[src/rtl/manchester_pkg.sv]
`default_nettype none
// ============================================================================
//  Module      : manchester_pkg
//  Description : Shared definitions for the Manchester decoder: default
//                start-of-frame delimiter, decoder state encoding and the
//                half-bit pair codes (IEEE 802.3 polarity).
//  Revision    : 1.0 - initial release
// ============================================================================
package manchester_pkg;

    // Default start-of-frame delimiter, matched MSB-first on decoded bits
    localparam logic [7:0] c_sfd_default = 8'hD5;

    // Half-bit pairs, oldest half-bit on the left
    localparam logic [1:0] c_pair_one  = 2'b01;
    localparam logic [1:0] c_pair_zero = 2'b10;

    typedef enum logic [0:0] {
        HUNT  = 1'b0,
        FRAME = 1'b1
    } state_t;

endpackage
`default_nettype wire

[src/rtl/manchester_pair_slicer.sv]
`default_nettype none
// ============================================================================
//  Module      : manchester_pair_slicer
//  Description : Combinational walk over a work list of up to 4 half-bits.
//                Pairs 01/10 decode to 1/0 and consume two entries; pairs
//                00/11 slip by one entry. The walk is reported as an ordered
//                list of up to 3 events so the caller can sequence state
//                changes between a slip and a decoded bit.
//  Ports       : half_bits  [3:0] in  work list, [0] is the oldest entry
//                half_cnt   [2:0] in  valid entries, 0..4
//                dec_bits   [1:0] out decoded bits, oldest at [dec_cnt-1]
//                dec_cnt    [1:0] out number of decoded bits, 0..2
//                ev_valid   [2:0] out event e occurred (in walk order)
//                ev_slip    [2:0] out event e was a slip
//                ev_bit     [2:0] out decoded bit of event e (non-slip)
//                pend_valid       out one entry left over
//                pend_bit         out value of the left-over entry
//  Revision    : 1.0 - initial release
// ============================================================================
module manchester_pair_slicer
    import manchester_pkg::*;
(
    input  logic [3:0] half_bits,
    input  logic [2:0] half_cnt,
    output logic [1:0] dec_bits,
    output logic [1:0] dec_cnt,
    output logic [2:0] ev_valid,
    output logic [2:0] ev_slip,
    output logic [2:0] ev_bit,
    output logic       pend_valid,
    output logic       pend_bit
);

    logic [4:0] w_hb;
    logic [2:0] w_pos;
    logic [1:0] w_pair;

    always_comb begin
        // Padding entry keeps w_pos+1 in range without a guard
        w_hb       = {1'b0, half_bits};
        w_pos      = '0;
        w_pair     = '0;
        dec_bits   = '0;
        dec_cnt    = '0;
        ev_valid   = '0;
        ev_slip    = '0;
        ev_bit     = '0;
        pend_valid = 1'b0;
        pend_bit   = 1'b0;

        // Every event consumes at least one entry, so three steps cover
        // the worst case of four entries (three slips, one left over).
        for (int e = 0; e < 3; e++) begin
            if (w_pos + 3'd2 <= half_cnt) begin
                w_pair      = {w_hb[w_pos], w_hb[w_pos + 3'd1]};
                ev_valid[e] = 1'b1;
                if (w_pair == c_pair_one || w_pair == c_pair_zero) begin
                    ev_bit[e] = (w_pair == c_pair_one);
                    dec_bits  = {dec_bits[0], ev_bit[e]};
                    dec_cnt   = dec_cnt + 2'd1;
                    w_pos     = w_pos + 3'd2;
                end else begin
                    ev_slip[e] = 1'b1;
                    w_pos      = w_pos + 3'd1;
                end
            end
        end

        if (w_pos + 3'd1 == half_cnt) begin
            pend_valid = 1'b1;
            pend_bit   = w_hb[w_pos];
        end
    end

endmodule
`default_nettype wire

[src/rtl/manchester_decoder_2.sv]
`default_nettype none
// ============================================================================
//  Module      : manchester_decoder_2
//  Description : Manchester half-bit stream decoder with pair alignment,
//                SFD hunt after a 1010 preamble and MSB-first byte assembly.
//  Ports       : aclk, areset        clock, synchronous active-high reset
//                bits[2:0]           new half-bits, oldest at [num_bits-1]
//                num_bits[2:0]       valid half-bits 0..3 (4..7 => 0)
//                dec_bits/dec_cnt    decoded bits this cycle
//                sfd_found           pulse on delimiter match in HUNT
//                in_frame            level, set by SFD, cleared by violation
//                byte_data/valid     assembled payload byte and its strobe
//                code_err            pulse on 00/11 pair while in frame
//  Revision    : 1.0 - initial release
// ============================================================================
module manchester_decoder_2
    import manchester_pkg::*;
#(
    parameter logic [7:0] SFD = c_sfd_default
) (
    input  logic       aclk,
    input  logic       areset,
    input  logic [2:0] bits,
    input  logic [2:0] num_bits,
    output logic [1:0] dec_bits,
    output logic [1:0] dec_cnt,
    output logic       sfd_found,
    output logic       in_frame,
    output logic [7:0] byte_data,
    output logic       byte_valid,
    output logic       code_err
);

    // State registers
    state_t     r_state;
    logic       r_pend_valid;
    logic       r_pend_bit;
    logic [7:0] r_hist;
    logic [2:0] r_bit_cnt;
    logic [7:0] r_shift;

    // Output registers
    logic [1:0] r_dec_bits;
    logic [1:0] r_dec_cnt;
    logic       r_sfd_found;
    logic [7:0] r_byte_data;
    logic       r_byte_valid;
    logic       r_code_err;

    // Work list assembly
    logic [2:0] w_nb;
    logic [2:0] w_new;
    logic [3:0] w_hb;
    logic [2:0] w_hcnt;

    // Slicer results
    logic [1:0] w_slc_bits;
    logic [1:0] w_slc_cnt;
    logic [2:0] w_ev_valid;
    logic [2:0] w_ev_slip;
    logic [2:0] w_ev_bit;
    logic       w_pend_valid;
    logic       w_pend_bit;

    // Next-state and event signals
    state_t     w_state_nxt;
    logic [7:0] w_hist_nxt;
    logic [2:0] w_cnt_nxt;
    logic [7:0] w_shift_nxt;
    logic       w_sfd_hit;
    logic       w_byte_hit;
    logic [7:0] w_byte_val;
    logic       w_err_hit;

    // Next output values
    logic [1:0] w_dec_bits_nxt;
    logic [1:0] w_dec_cnt_nxt;
    logic       w_sfd_nxt;
    logic [7:0] w_bd_nxt;
    logic       w_bv_nxt;
    logic       w_err_nxt;

    // Reorder new half-bits oldest-first and prepend the pending one
    always_comb begin
        w_nb  = (num_bits > 3'd3) ? 3'd0 : num_bits;
        w_new = '0;
        case (w_nb)
            3'd1:    w_new = {2'b00, bits[0]};
            3'd2:    w_new = {1'b0, bits[0], bits[1]};
            3'd3:    w_new = {bits[0], bits[1], bits[2]};
            default: w_new = '0;
        endcase
        w_hb   = r_pend_valid ? {w_new, r_pend_bit} : {1'b0, w_new};
        w_hcnt = w_nb + {2'b00, r_pend_valid};
    end

    manchester_pair_slicer u_slicer (
        .half_bits  (w_hb),
        .half_cnt   (w_hcnt),
        .dec_bits   (w_slc_bits),
        .dec_cnt    (w_slc_cnt),
        .ev_valid   (w_ev_valid),
        .ev_slip    (w_ev_slip),
        .ev_bit     (w_ev_bit),
        .pend_valid (w_pend_valid),
        .pend_bit   (w_pend_bit)
    );

    // Next-state: apply walk events in order, so a slip after an SFD match
    // or a payload bit after an SFD match land in the right state.
    always_comb begin
        w_state_nxt = r_state;
        w_hist_nxt  = r_hist;
        w_cnt_nxt   = r_bit_cnt;
        w_shift_nxt = r_shift;
        w_sfd_hit   = 1'b0;
        w_byte_hit  = 1'b0;
        w_byte_val  = '0;
        w_err_hit   = 1'b0;

        for (int e = 0; e < 3; e++) begin
            if (w_ev_valid[e]) begin
                if (w_ev_slip[e]) begin
                    // Silent in HUNT: that is how alignment is found
                    if (w_state_nxt == FRAME) begin
                        w_err_hit   = 1'b1;
                        w_state_nxt = HUNT;
                        w_cnt_nxt   = '0;
                    end
                end else begin
                    w_hist_nxt = {w_hist_nxt[6:0], w_ev_bit[e]};
                    if (w_state_nxt == HUNT) begin
                        if (w_hist_nxt == SFD) begin
                            w_sfd_hit   = 1'b1;
                            w_state_nxt = FRAME;
                            w_cnt_nxt   = '0;
                        end
                    end else begin
                        w_shift_nxt = {w_shift_nxt[6:0], w_ev_bit[e]};
                        if (w_cnt_nxt == 3'd7) begin
                            w_byte_hit = 1'b1;
                            w_byte_val = w_shift_nxt;
                            w_cnt_nxt  = '0;
                        end else begin
                            w_cnt_nxt = w_cnt_nxt + 3'd1;
                        end
                    end
                end
            end
        end
    end

    // Output values to be registered
    always_comb begin
        w_dec_bits_nxt = w_slc_bits;
        w_dec_cnt_nxt  = w_slc_cnt;
        w_sfd_nxt      = w_sfd_hit;
        w_bv_nxt       = w_byte_hit;
        w_bd_nxt       = w_byte_hit ? w_byte_val : r_byte_data;
        w_err_nxt      = w_err_hit;
    end

    always_ff @(posedge aclk) begin
        if (areset) begin
            r_state      <= HUNT;
            r_pend_valid <= 1'b0;
            r_pend_bit   <= 1'b0;
            r_hist       <= '0;
            r_bit_cnt    <= '0;
            r_shift      <= '0;
            r_dec_bits   <= '0;
            r_dec_cnt    <= '0;
            r_sfd_found  <= 1'b0;
            r_byte_data  <= '0;
            r_byte_valid <= 1'b0;
            r_code_err   <= 1'b0;
        end else begin
            r_state      <= w_state_nxt;
            r_pend_valid <= w_pend_valid;
            r_pend_bit   <= w_pend_bit;
            r_hist       <= w_hist_nxt;
            r_bit_cnt    <= w_cnt_nxt;
            r_shift      <= w_shift_nxt;
            r_dec_bits   <= w_dec_bits_nxt;
            r_dec_cnt    <= w_dec_cnt_nxt;
            r_sfd_found  <= w_sfd_nxt;
            r_byte_data  <= w_bd_nxt;
            r_byte_valid <= w_bv_nxt;
            r_code_err   <= w_err_nxt;
        end
    end

    assign dec_bits   = r_dec_bits;
    assign dec_cnt    = r_dec_cnt;
    assign sfd_found  = r_sfd_found;
    assign in_frame   = (r_state == FRAME);
    assign byte_data  = r_byte_data;
    assign byte_valid = r_byte_valid;
    assign code_err   = r_code_err;

endmodule
`default_nettype wire

[config.mk]
export PLATFORM = sky130hd
export DESIGN_NAME = manchester_decoder_2
export DESIGN_NICKNAME = d
export VERILOG_FILES = /design/src/rtl/manchester_pkg.sv /design/src/rtl/manchester_pair_slicer.sv /design/src/rtl/manchester_decoder_2.sv
export SDC_FILE = /design/constraint.sdc
export NUM_CORES = 1
export LEC_CHECK = 0
export ABC_AREA = 1
export BUFFER_PORTS_ARGS = -buffer_cell sky130_fd_sc_hd__buf_2
export CAP_MARGIN = 15
export CORE_ASPECT_RATIO = 0.5
export CORE_MARGIN = 2
export CORE_UTILIZATION = 60
export CTS_CLUSTER_SIZE = 25
export DETAILED_ROUTE_END_ITERATION = 7
export GPL_TIMING_DRIVEN = 0
export PLACE_DENSITY = 0.78
export SYNTH_ARGS = -nofsm -noshare
export SYNTH_HDL_FRONTEND = slang
export SYNTH_SLANG_ARGS = --single-unit
[constraint.sdc]
create_clock -name aclk -period 15.3 [get_ports aclk]
set_clock_uncertainty 0.15 [all_clocks]
set_input_delay 0.765 -clock aclk [delete_from_list [all_inputs] [get_ports aclk]]
set_output_delay 0.765 -clock aclk [all_outputs]
set_load 0.005 [all_outputs]
# Word level (Yosys, flattened, before mapping)
# Cells that the tools add are included.
[word_totals]
in_bits = 8
register_bits = 37
[classes]
bitwise = 1
n_reduce_logical = 4
add_sub_neg = 11
n_eq_ne = 16
mux = 136
magnitude_cmp = 9
[op_table]
columns = ["op", "count"]
rows = [
  ["$mux 8", 27],
  ["$mux 3", 24],
  ["$mux 1", 67],
  ["$eq 8x8->1 const B", 3],
  ["$mux 2", 11],
  ["$lt 3x4->1 const B", 5],
  ["$add 3x1->3 const B", 6],
  ["$bmux 1 s3", 5],
  ["$eq 3x3->1 const B", 3],
  ["$pmux 3 s3", 1],
  ["$add 3x2->3 const B", 2],
  ["$eq 2x1->1 const B", 3],
  ["$eq 2x2->1 const B", 3],
  ["$eq 3x2->1 const B", 2],
  ["$le 3x3->1", 2],
  ["$add 2x1->2 const B", 2],
  ["$mux 4", 1],
  ["$add 3x1->3", 1],
  ["$eq 3x1->1 const B", 1],
  ["$eq 3x3->1", 1],
  ["$gt 3x2->1 const B", 1],
  ["$le 2x3->1 const A", 1],
  ["$logic_or 1x1->1", 3],
  ["$reduce_or 2->1", 1],
  ["$not 1->1", 1],
]

# Depth between registers and ports, before layout
# Gate-level depths: netlist (run 1).
[depth]
ltp_word = 28
ltp_mapped = 40

# Modules after synthesis
# A second synthesis (run 1) with hierarchy kept.
[hier_totals]
hier_cells = 515
area_unflattened_um2 = 3175.5
[by_module_without_submodules]
columns = ["module", "area_each_um2", "cells_per_inst", "n_inst"]
rows = [
  ["manchester_decoder_2", 2268.4, 365, 1],
  ["manchester_pair_slicer", 907.1, 150, 1],
]

# Worst setup path after synthesis (run 1)
# No wires, ideal clock.
[synth_path]
path_type = "input to register"
startpoint = "in num_bits[2]"
endpoint = "reg r_pend_bit"
setup_slack_ns = 9.570
t_arrival_ns = 5.468
path_buffers = 1
path_stages = 37
required_time_ns = 15.038
setup_time_ns = 0.112
cell_sequence = "inv_1 > nand2_1 > nor2_1 > nand2_1 > nand3_1 > nand2_1 > o21ai_0 > inv_1 > ha_1 > inv_2 > o21ai_2 > buf_6 > o221ai_1 > ha_1 > inv_1 > nand2_1 > inv_2 > nand2_1 > nand2_1 > inv_1 > ha_1 > a211oi_1 > nor2_1 > ha_1 > inv_1 > nand2_1 > inv_2 > nand3_1 > nand3b_1 > inv_1 > ha_1 > xor2_1 > inv_1 > nand2_1 > nand2_1 > nand3_1 > nor2_1"
[synth_between]
elab_chain_cells = 27
word_cells_on_any_way = 44
cone_classes = "add/sub (6); order compare (4); eq/ne (10); mux (19); bitwise (1); reduce/logical (4)"
[synth_lines]
columns = ["element", "line_no", "source"]
rows = [
  ["start, declared", "manchester_decoder_2.sv:24", "input logic [2:0] num_bits,"],
  ["$gt 3x2->1", "manchester_decoder_2.sv:85", "w_nb = (num_bits > 3'd3) ? 3'd0 : num_bits;"],
  ["$mux 3 (*)", "manchester_decoder_2.sv:85", ""],
  ["$eq 3x2->1 or $eq 3x1->1 (tied branches)", "manchester_decoder_2.sv:87", "case (w_nb)"],
  ["$pmux 3 s3", "manchester_decoder_2.sv:87", ""],
  ["$mux 4", "manchester_decoder_2.sv:93", "w_hb = r_pend_valid ? {w_new, r_pend_bit} : {1'b0, w_new};"],
  ["$eq 2x1->1 or $eq 2x2->1 (tied branches)", "manchester_pair_slicer.sv:57", "if (w_pair == c_pair_one || w_pair == c_pair_zero) begin"],
  ["$logic_or 1x1->1", "manchester_pair_slicer.sv:57", ""],
  ["$mux 2", "manchester_pair_slicer.sv:57", ""],
  ["[11 not listed]", "n/a", ""],
  ["$eq 2x1->1 or $eq 2x2->1 (tied branches)", "manchester_pair_slicer.sv:57", ""],
  ["$logic_or 1x1->1", "manchester_pair_slicer.sv:57", ""],
  ["$mux 3", "manchester_pair_slicer.sv:57", ""],
  ["$mux 3", "manchester_pair_slicer.sv:54", "if (w_pos + 3'd2 <= half_cnt) begin"],
  ["$add 3x1->3", "manchester_pair_slicer.sv:69", "if (w_pos + 3'd1 == half_cnt) begin"],
  ["$eq 3x3->1", "manchester_pair_slicer.sv:69", ""],
  ["$not 1->1 (no line)", "n/a", ""],
  ["$reduce_or 2->1 (no line)", "n/a", ""],
  ["end signal, assigned", "manchester_decoder_2.sv:180", "r_pend_bit <= w_pend_bit;"],
  ["end, declared", "manchester_decoder_2.sv:37", "logic r_pend_bit;"],
]
# Mark *: on every way between the ends. The rest lies on a longest branch, timed or not. The select of a mux whose other input is x is not followed.
# A chain may end at the register's enable or synchronous reset.

# Worst setup path in the final report (run 1)
# Same ends and word-level chain as after synthesis.

==> results of run 1 <==
[state kept, by name, indices dropped and copies added, names as in the netlist]
signal	count
r_hist	7
byte_valid	1
sfd_found	1
r_pend_valid	1
r_bit_cnt	3
r_pend_bit	1
code_err	1
in_frame	1
byte_data	8
dec_cnt	2
dec_bits	2
r_shift	7
[routing by layer]
layer,vias to the layer above,share of wire,track usage
met3,14,0.091,0.07320
met4,0,0.012,0.07050
met5,-,0,0
met1,1472,0.47,0.4251
li1,1732,-,-
met2,128,0.42,0.4322
[worst max-delay path, delay by kind of cell]
kind	cells	cell delay, ps
simple gates	17	1940
fa+ha+maj	5	1750
buf+inv	11	1430
compound gates	5	710
[stage by stage]
stage	cells	setup WS (ps)	power, mW
floorplan	515	9570	0.3070
global placement	608	8563	0.3608
detailed placement	608	8552	0.3631
CTS	616	8838	0.4325
global route	616	8045	0.4768
finish	616	8765	0.4362
[final cells by class]
cell class                      count  share of cell area
Multi-Input combinational cell    407              0.6231
Sequential cell                    35              0.2025
Inverter                           57             0.06221
Timing Repair Buffer               23             0.03327
Buffer                             16             0.02893
Tap cell                           70             0.02532
Clock buffer                        6             0.02098
Clock inverter                      2            0.003617
[placed cells by master (no fill, tap or decap), types with 3 or more instances in the layout]
| cell | synthesis | routed |
|---|---|---|
| sky130_fd_sc_hd__nand2_1 | 168 | 168 |
| sky130_fd_sc_hd__inv_1 | 52 | 52 |
| sky130_fd_sc_hd__nand3_1 | 45 | 45 |
| sky130_fd_sc_hd__nor2_1 | 41 | 41 |
| sky130_fd_sc_hd__dfxtp_1 | 35 | 35 |
| sky130_fd_sc_hd__o21ai_0 | 34 | 34 |
| sky130_fd_sc_hd__buf_2 | 8 | 31 |
| sky130_fd_sc_hd__a21oi_1 | 28 | 28 |
| sky130_fd_sc_hd__ha_1 | 22 | 22 |
| sky130_fd_sc_hd__nand4_1 | 9 | 9 |
| sky130_fd_sc_hd__nand2_2 | 8 | 8 |
| sky130_fd_sc_hd__o21ai_1 | 6 | 6 |
| sky130_fd_sc_hd__nor2_2 | 6 | 6 |
| sky130_fd_sc_hd__nand2_4 | 5 | 5 |
| sky130_fd_sc_hd__nor3_1 | 5 | 5 |
| sky130_fd_sc_hd__a21oi_2 | 5 | 5 |
| sky130_fd_sc_hd__clkbuf_1 | 4 | 5 |
| sky130_fd_sc_hd__clkbuf_8 | 0 | 5 |
| sky130_fd_sc_hd__inv_2 | 4 | 4 |
| sky130_fd_sc_hd__buf_6 | 4 | 4 |
| sky130_fd_sc_hd__xor2_1 | 3 | 3 |
[power breakdown]
part           leakage, nW  switching [mW]  internal, mW
clock               0.0412          0.0367        0.0318
combinational         1.44           0.181        0.0802
sequential           0.284         0.00564         0.101
total                 1.76           0.223         0.213
[cells by family (layout without fill, tap and decap cells)]
| family | after synthesis | after routing | synth area share |
|---|---|---|---|
| and+or+nand+nor | 296 | 296 | 0.4249 |
| AOI/OAI and AO/OA | 85 | 85 | 0.1511 |
| buffers and inverters | 73 | 104 | 0.09940 |
| DFF | 35 | 35 | 0.2209 |
| adders and majority gates | 22 | 22 | 0.08678 |
| xor gates and xnor gates | 4 | 4 | 0.01697 |
[final timing paths]
| check | start | cells after the start | to |
|---|---|---|---|
| setup / recovery | num_bits[2] | 38 | r_pend_bit |
| setup reg to reg | r_pend_valid | 32 | r_pend_bit |
| hold / removal | byte_data[3] | 2 | byte_data[3] |
| hold reg to reg | byte_data[3] | 2 | byte_data[3] |
==> flow_summary.toml, run 1 <==
[run_status]
outcome = "finished, final reports clean"

[pwr]
power.ir.vdd_worst_v = 0.00008629
pwr_density_cell_nw_per_um2 = 126.1
total_leakage_power_nw = 1.763

[detailed_routing]
wirelength_um = 8082
drc_violation_total_after_the_first_tritonroute_iteration = 317
drt_pass_1_iters = 5
drc_violation_count_after_routing = 0
wl_per_cell_um = 13.12
ant_nets = 0
via_per_inst = 5.432
via_count_of_the_routed_design = 3346

[synthesis]
synthMostInstantiatedCell = "sky130_fd_sc_hd__nand2_1"
synth_warnings = 0
netlist_top_cells_area = "sky130_fd_sc_hd__dfxtp_1 22%, sky130_fd_sc_hd__nand2_1 20%, sky130_fd_sc_hd__ha_1 8.7%"
asyncSetResetFlopFracSynth = 0
post_synth_num_cell_types = 38
postSynthCellCount = 515
post_synth_edffs = 0
synthesis.area_per_instance_um2 = 6.159
netlist.top_cell.by_area = "sky130_fd_sc_hd__dfxtp_1"
synthesis.area_um2 = 3172
synth.top_cell.area_share = 0.2209
synth-seq-cells = 35
synth_nets = 545
ys_seq_area_frac = 0.2209
dominantRegCellSynth = "sky130_fd_sc_hd__dfxtp_1"
yosys-top-cells-count = "168 x sky130_fd_sc_hd__nand2_1, 52 x sky130_fd_sc_hd__inv_1, 45 x sky130_fd_sc_hd__nand3_1, 41 x sky130_fd_sc_hd__nor2_1, 35 x sky130_fd_sc_hd__dfxtp_1"

[clocking]
clkLatencyLatePin_ps = 300
cts_buffers = 5
clk_root_buffer_cell = "sky130_fd_sc_hd__clkbuf_8"
count_of_hold_fix_buffers_inserted_at_cts = 0
postCtsSetupBuffers = 0
clkSinkCount = 35
cts_max_level = 2
clk_pin_slew_worst_paths_ps = 80
tritoncts = "done"
clock_path_buffers = 2
post_cts_resize_count = 0

[timing]
max_freq_mhz = 153.0
setup_violations = 0
final_critical_period_ps = 6535
hold_violations = 0
whs_ps = 343.7
rsz_0062_raised_after_global_routing = "false"
finalCritPeriodShare = 0.4272
worst_slew_pin_slew_ps = 711.1
drv_slew = 0
setup-tns-final_ps = 0
slew_headroom = 0.5259

[die]
die_outline_width_um = 106.8
initial_cell_density_of_the_core = 0.6344
pin_count = 24
floorplan.rows = 18
dieHeight_um = 55.41
core_area_um2 = 5000
dieArea_um2 = 5919

[worst_setup_path]
critPathMostFrequentCell = "sky130_fd_sc_hd__nand2_1"
category_of_the_worst_setup_path_capture_point = "flip-flop"
timing.setup.critical_path_class = "input pin to flip-flop"
reg2reg_slack_ps = 9170
required_ps = 15380
cp_data_arrival_time_ps = 6620
max_stage_delay_ps = 460
start_kind = "input pin"
critPathSlowestCell = "sky130_fd_sc_hd__ha_1"
worstPathMaxFanout = 10

[place]
place_area_um2 = 3374
dp_hpwl_um = 6259
buffer_ports.inserted = 23
finalWeightedCongestion = 0.8964

[global_routing]
first_global_vias = 2986
antenna_found_initial = 0
wire_length_of_the_first_global_routing_pass_um = 13770
maximum_number_of_pins_on_one_net_before_global_route_repair = 12
grt.overflow.total = 0
grtUsageTotal = 0.2921

[cells_and_area]
antenna_cells = 0
area_added_between_synthesis_and_finish_pct = 9.073
multi_input_combinational_cell_area_um2 = 2156
design.final.nets = 575
final-seq-area_um2 = 700.7
proportion_of_layout_cells_with_a_drive_suffix_above_1 = 0.1465
postLayoutCoreUtil = 0.6919
nFillCells = 494
post_route_cell_area_um2 = 3460

[worst_hold_path]
worstHoldPathType = "flip-flop to flip-flop"

[flow_run]
max_cap_violation_count = 0
No activity file was read; power rests on OpenSTA's default activity.
==> run 2, diff against run 1 <==
==> constraint.sdc (replaced) <==
create_clock -name aclk -period 6.2 [get_ports aclk]
set_clock_uncertainty 0.15 [all_clocks]
set_input_delay 0.31 -clock aclk [delete_from_list [all_inputs] [get_ports aclk]]
set_output_delay 0.31 -clock aclk [all_outputs]
set_load 0.005 [all_outputs]
==> flow_summary.toml, run 2 (synthesized netlist as in run 1, its figures left out) <==
[run_status]
outcome = "finished, final reports clean"

[detailed_routing]
total_routed_wire_length_on_the_met1_layer_um = 3762
wirelength_um = 8176
via_count_of_the_routed_design = 3382
highest-signal-layer = "met4"
length_of_routed_met3_wiring_um = 874
drt_pass_1_iters = 5
drc_violation_total_after_the_first_tritonroute_iteration = 316
route.met2.wl_um = 3386
ant_nets = 0
wl_per_cell_um = 13.27
via_per_inst = 5.490
drc_violation_count_after_routing = 0

[timing]
rsz_0062_raised_after_global_routing = "false"
slew_headroom = 0.5335
worst_slew_pin_slew_ps = 699.8
final_critical_period_ps = 5623
finalCritPeriodShare = 0.9070
whs_ps = 121.6
setup-tns-final_ps = 0
setup_violations = 0
hold_violations = 0
drv_slew = 0
max_freq_mhz = 177.8

[clocking]
cts_max_level = 2
clk_pin_slew_worst_paths_ps = 70
clk_root_buffer_cell = "sky130_fd_sc_hd__clkbuf_8"
clkSinkCount = 35
postCtsSetupBuffers = 0
post_cts_resize_count = 0
clock_path_buffers = 2
tritoncts = "done"
count_of_hold_fix_buffers_inserted_at_cts = 0
clkLatencyLatePin_ps = 310
cts_buffers = 5

[die]
die_outline_width_um = 106.8
pin_count = 24
core_area_um2 = 5000
dieHeight_um = 55.41
floorplan.rows = 18
dieArea_um2 = 5919
initial_cell_density_of_the_core = 0.6344

[global_routing]
maximum_number_of_pins_on_one_net_before_global_route_repair = 12
grtUsageTotal = 0.2921
grt.overflow.total = 0
wire_length_of_the_first_global_routing_pass_um = 13770
first_global_vias = 2986
antenna_found_initial = 0

[cells_and_area]
final_common_cell = "sky130_fd_sc_hd__nand2_1"
design.final.nets = 575
antenna_cells = 0
area_added_between_synthesis_and_finish_pct = 9.704
proportion_of_layout_cells_with_a_drive_suffix_above_1 = 0.1557
largest_register_ff_count = 8
mostFrequentLayoutCells = "165 x sky130_fd_sc_hd__nand2_1, 52 x sky130_fd_sc_hd__inv_1, 45 x sky130_fd_sc_hd__nand3_1, 40 x sky130_fd_sc_hd__nor2_1, 35 x sky130_fd_sc_hd__dfxtp_1"

[worst_hold_path]
hp-start = "areset"
hold_path_depth = 3
worstHoldPathType = "input pin to flip-flop"
sink_of_the_worst_hold_path = "r_shift[6]"

[worst_setup_path]
cp_data_arrival_time_ps = 5710
start_kind = "input pin"
timing.setup.critical_path_class = "input pin to flip-flop"
critPathSlowestCell = "sky130_fd_sc_hd__ha_2"
required_ps = 6290
worstPathMaxFanout = 10
critical_path.reg2reg.endpoint = "r_pend_bit"
reg2reg_slack_ps = 640
reg2regPathDepth = 32
max_stage_delay_ps = 420
category_of_the_worst_setup_path_capture_point = "flip-flop"
r2r-start = "r_pend_valid"

[place]
finalWeightedCongestion = 0.8964
buffer_ports.inserted = 23
dp_hpwl_um = 6259

[pwr]
pwr_density_cell_nw_per_um2 = 316.1
power.ir.vdd_worst_v = 0.0002158
total_leakage_power_nw = 1.768

[flow_run]
max_cap_violation_count = 0
run 2: cell counts in the layout (fill, tap and decap cells not counted):
Identical to the previous run, type by type.
run 2: routing by layer:
layer	GRT usage	up-vias
met3	0.07320	19
met1	0.4251	1470
li1	-	1737
met4	0.07050	0
met2	0.4322	156
met5	0	-
run 2: power by group:
group / internal [mW] / switching (mW) / total, mW
registers: 0.249 / 0.0139 / 0.263
logic: 0.205 / 0.462 / 0.666
clock network: 0.0786 / 0.0919 / 0.170
run 2: final cells by class:
| type | count | area [µm²] |
|---|---|---|
| Fill cell | 488 | 1520 |
| Buffer | 16 | 100.1 |
| Multi-Input combinational cell | 407 | 2173 |
| Clock buffer | 6 | 72.57 |
| Inverter | 57 | 217.7 |
| Clock inverter | 2 | 12.51 |
| Timing Repair Buffer | 23 | 115.1 |
| Sequential cell | 35 | 700.7 |
| Tap cell | 70 | 87.58 |
run 2: worst max path at each step:
| stage | start | endpoint | slack, ps |
|---|---|---|---|
| after global routing | num_bits[2] | r_pend_bit | 9 |
| after floorplan | num_bits[2] | r_pend_bit | 930 |
| final | num_bits[2] | r_pend_bit | 580 |
| after detailed placement | num_bits[2] | r_pend_bit | -90 |
| after CTS | r_pend_valid | r_pend_bit | 160 |
| after global placement | num_bits[2] | r_pend_bit | -80 |
run 2: worst max-delay path: cells and delay by family:
kind | cells | cell delay (ps)
compound gates | 5 | 730
fa+ha+maj | 5 | 1710
buf+inv | 11 | 1250
simple gates | 17 | 1680
run 2: through the flow:
step,cell area [µm²],utilization,worst slack (ps),cells,power [mW]
2_1_floorplan,3172,-,925.4,515,0.7576
3_3_place_gp,3374,0.6749,-82.21,608,0.8903
3_5_place_dp,3374,0.6749,-93.01,608,0.8960
4_1_cts,3460,0.6919,157.5,616,1.067
5_1_grt,3480,0.6959,9.000,616,1.196
6_report,3480,0.6959,576.6,616,1.100
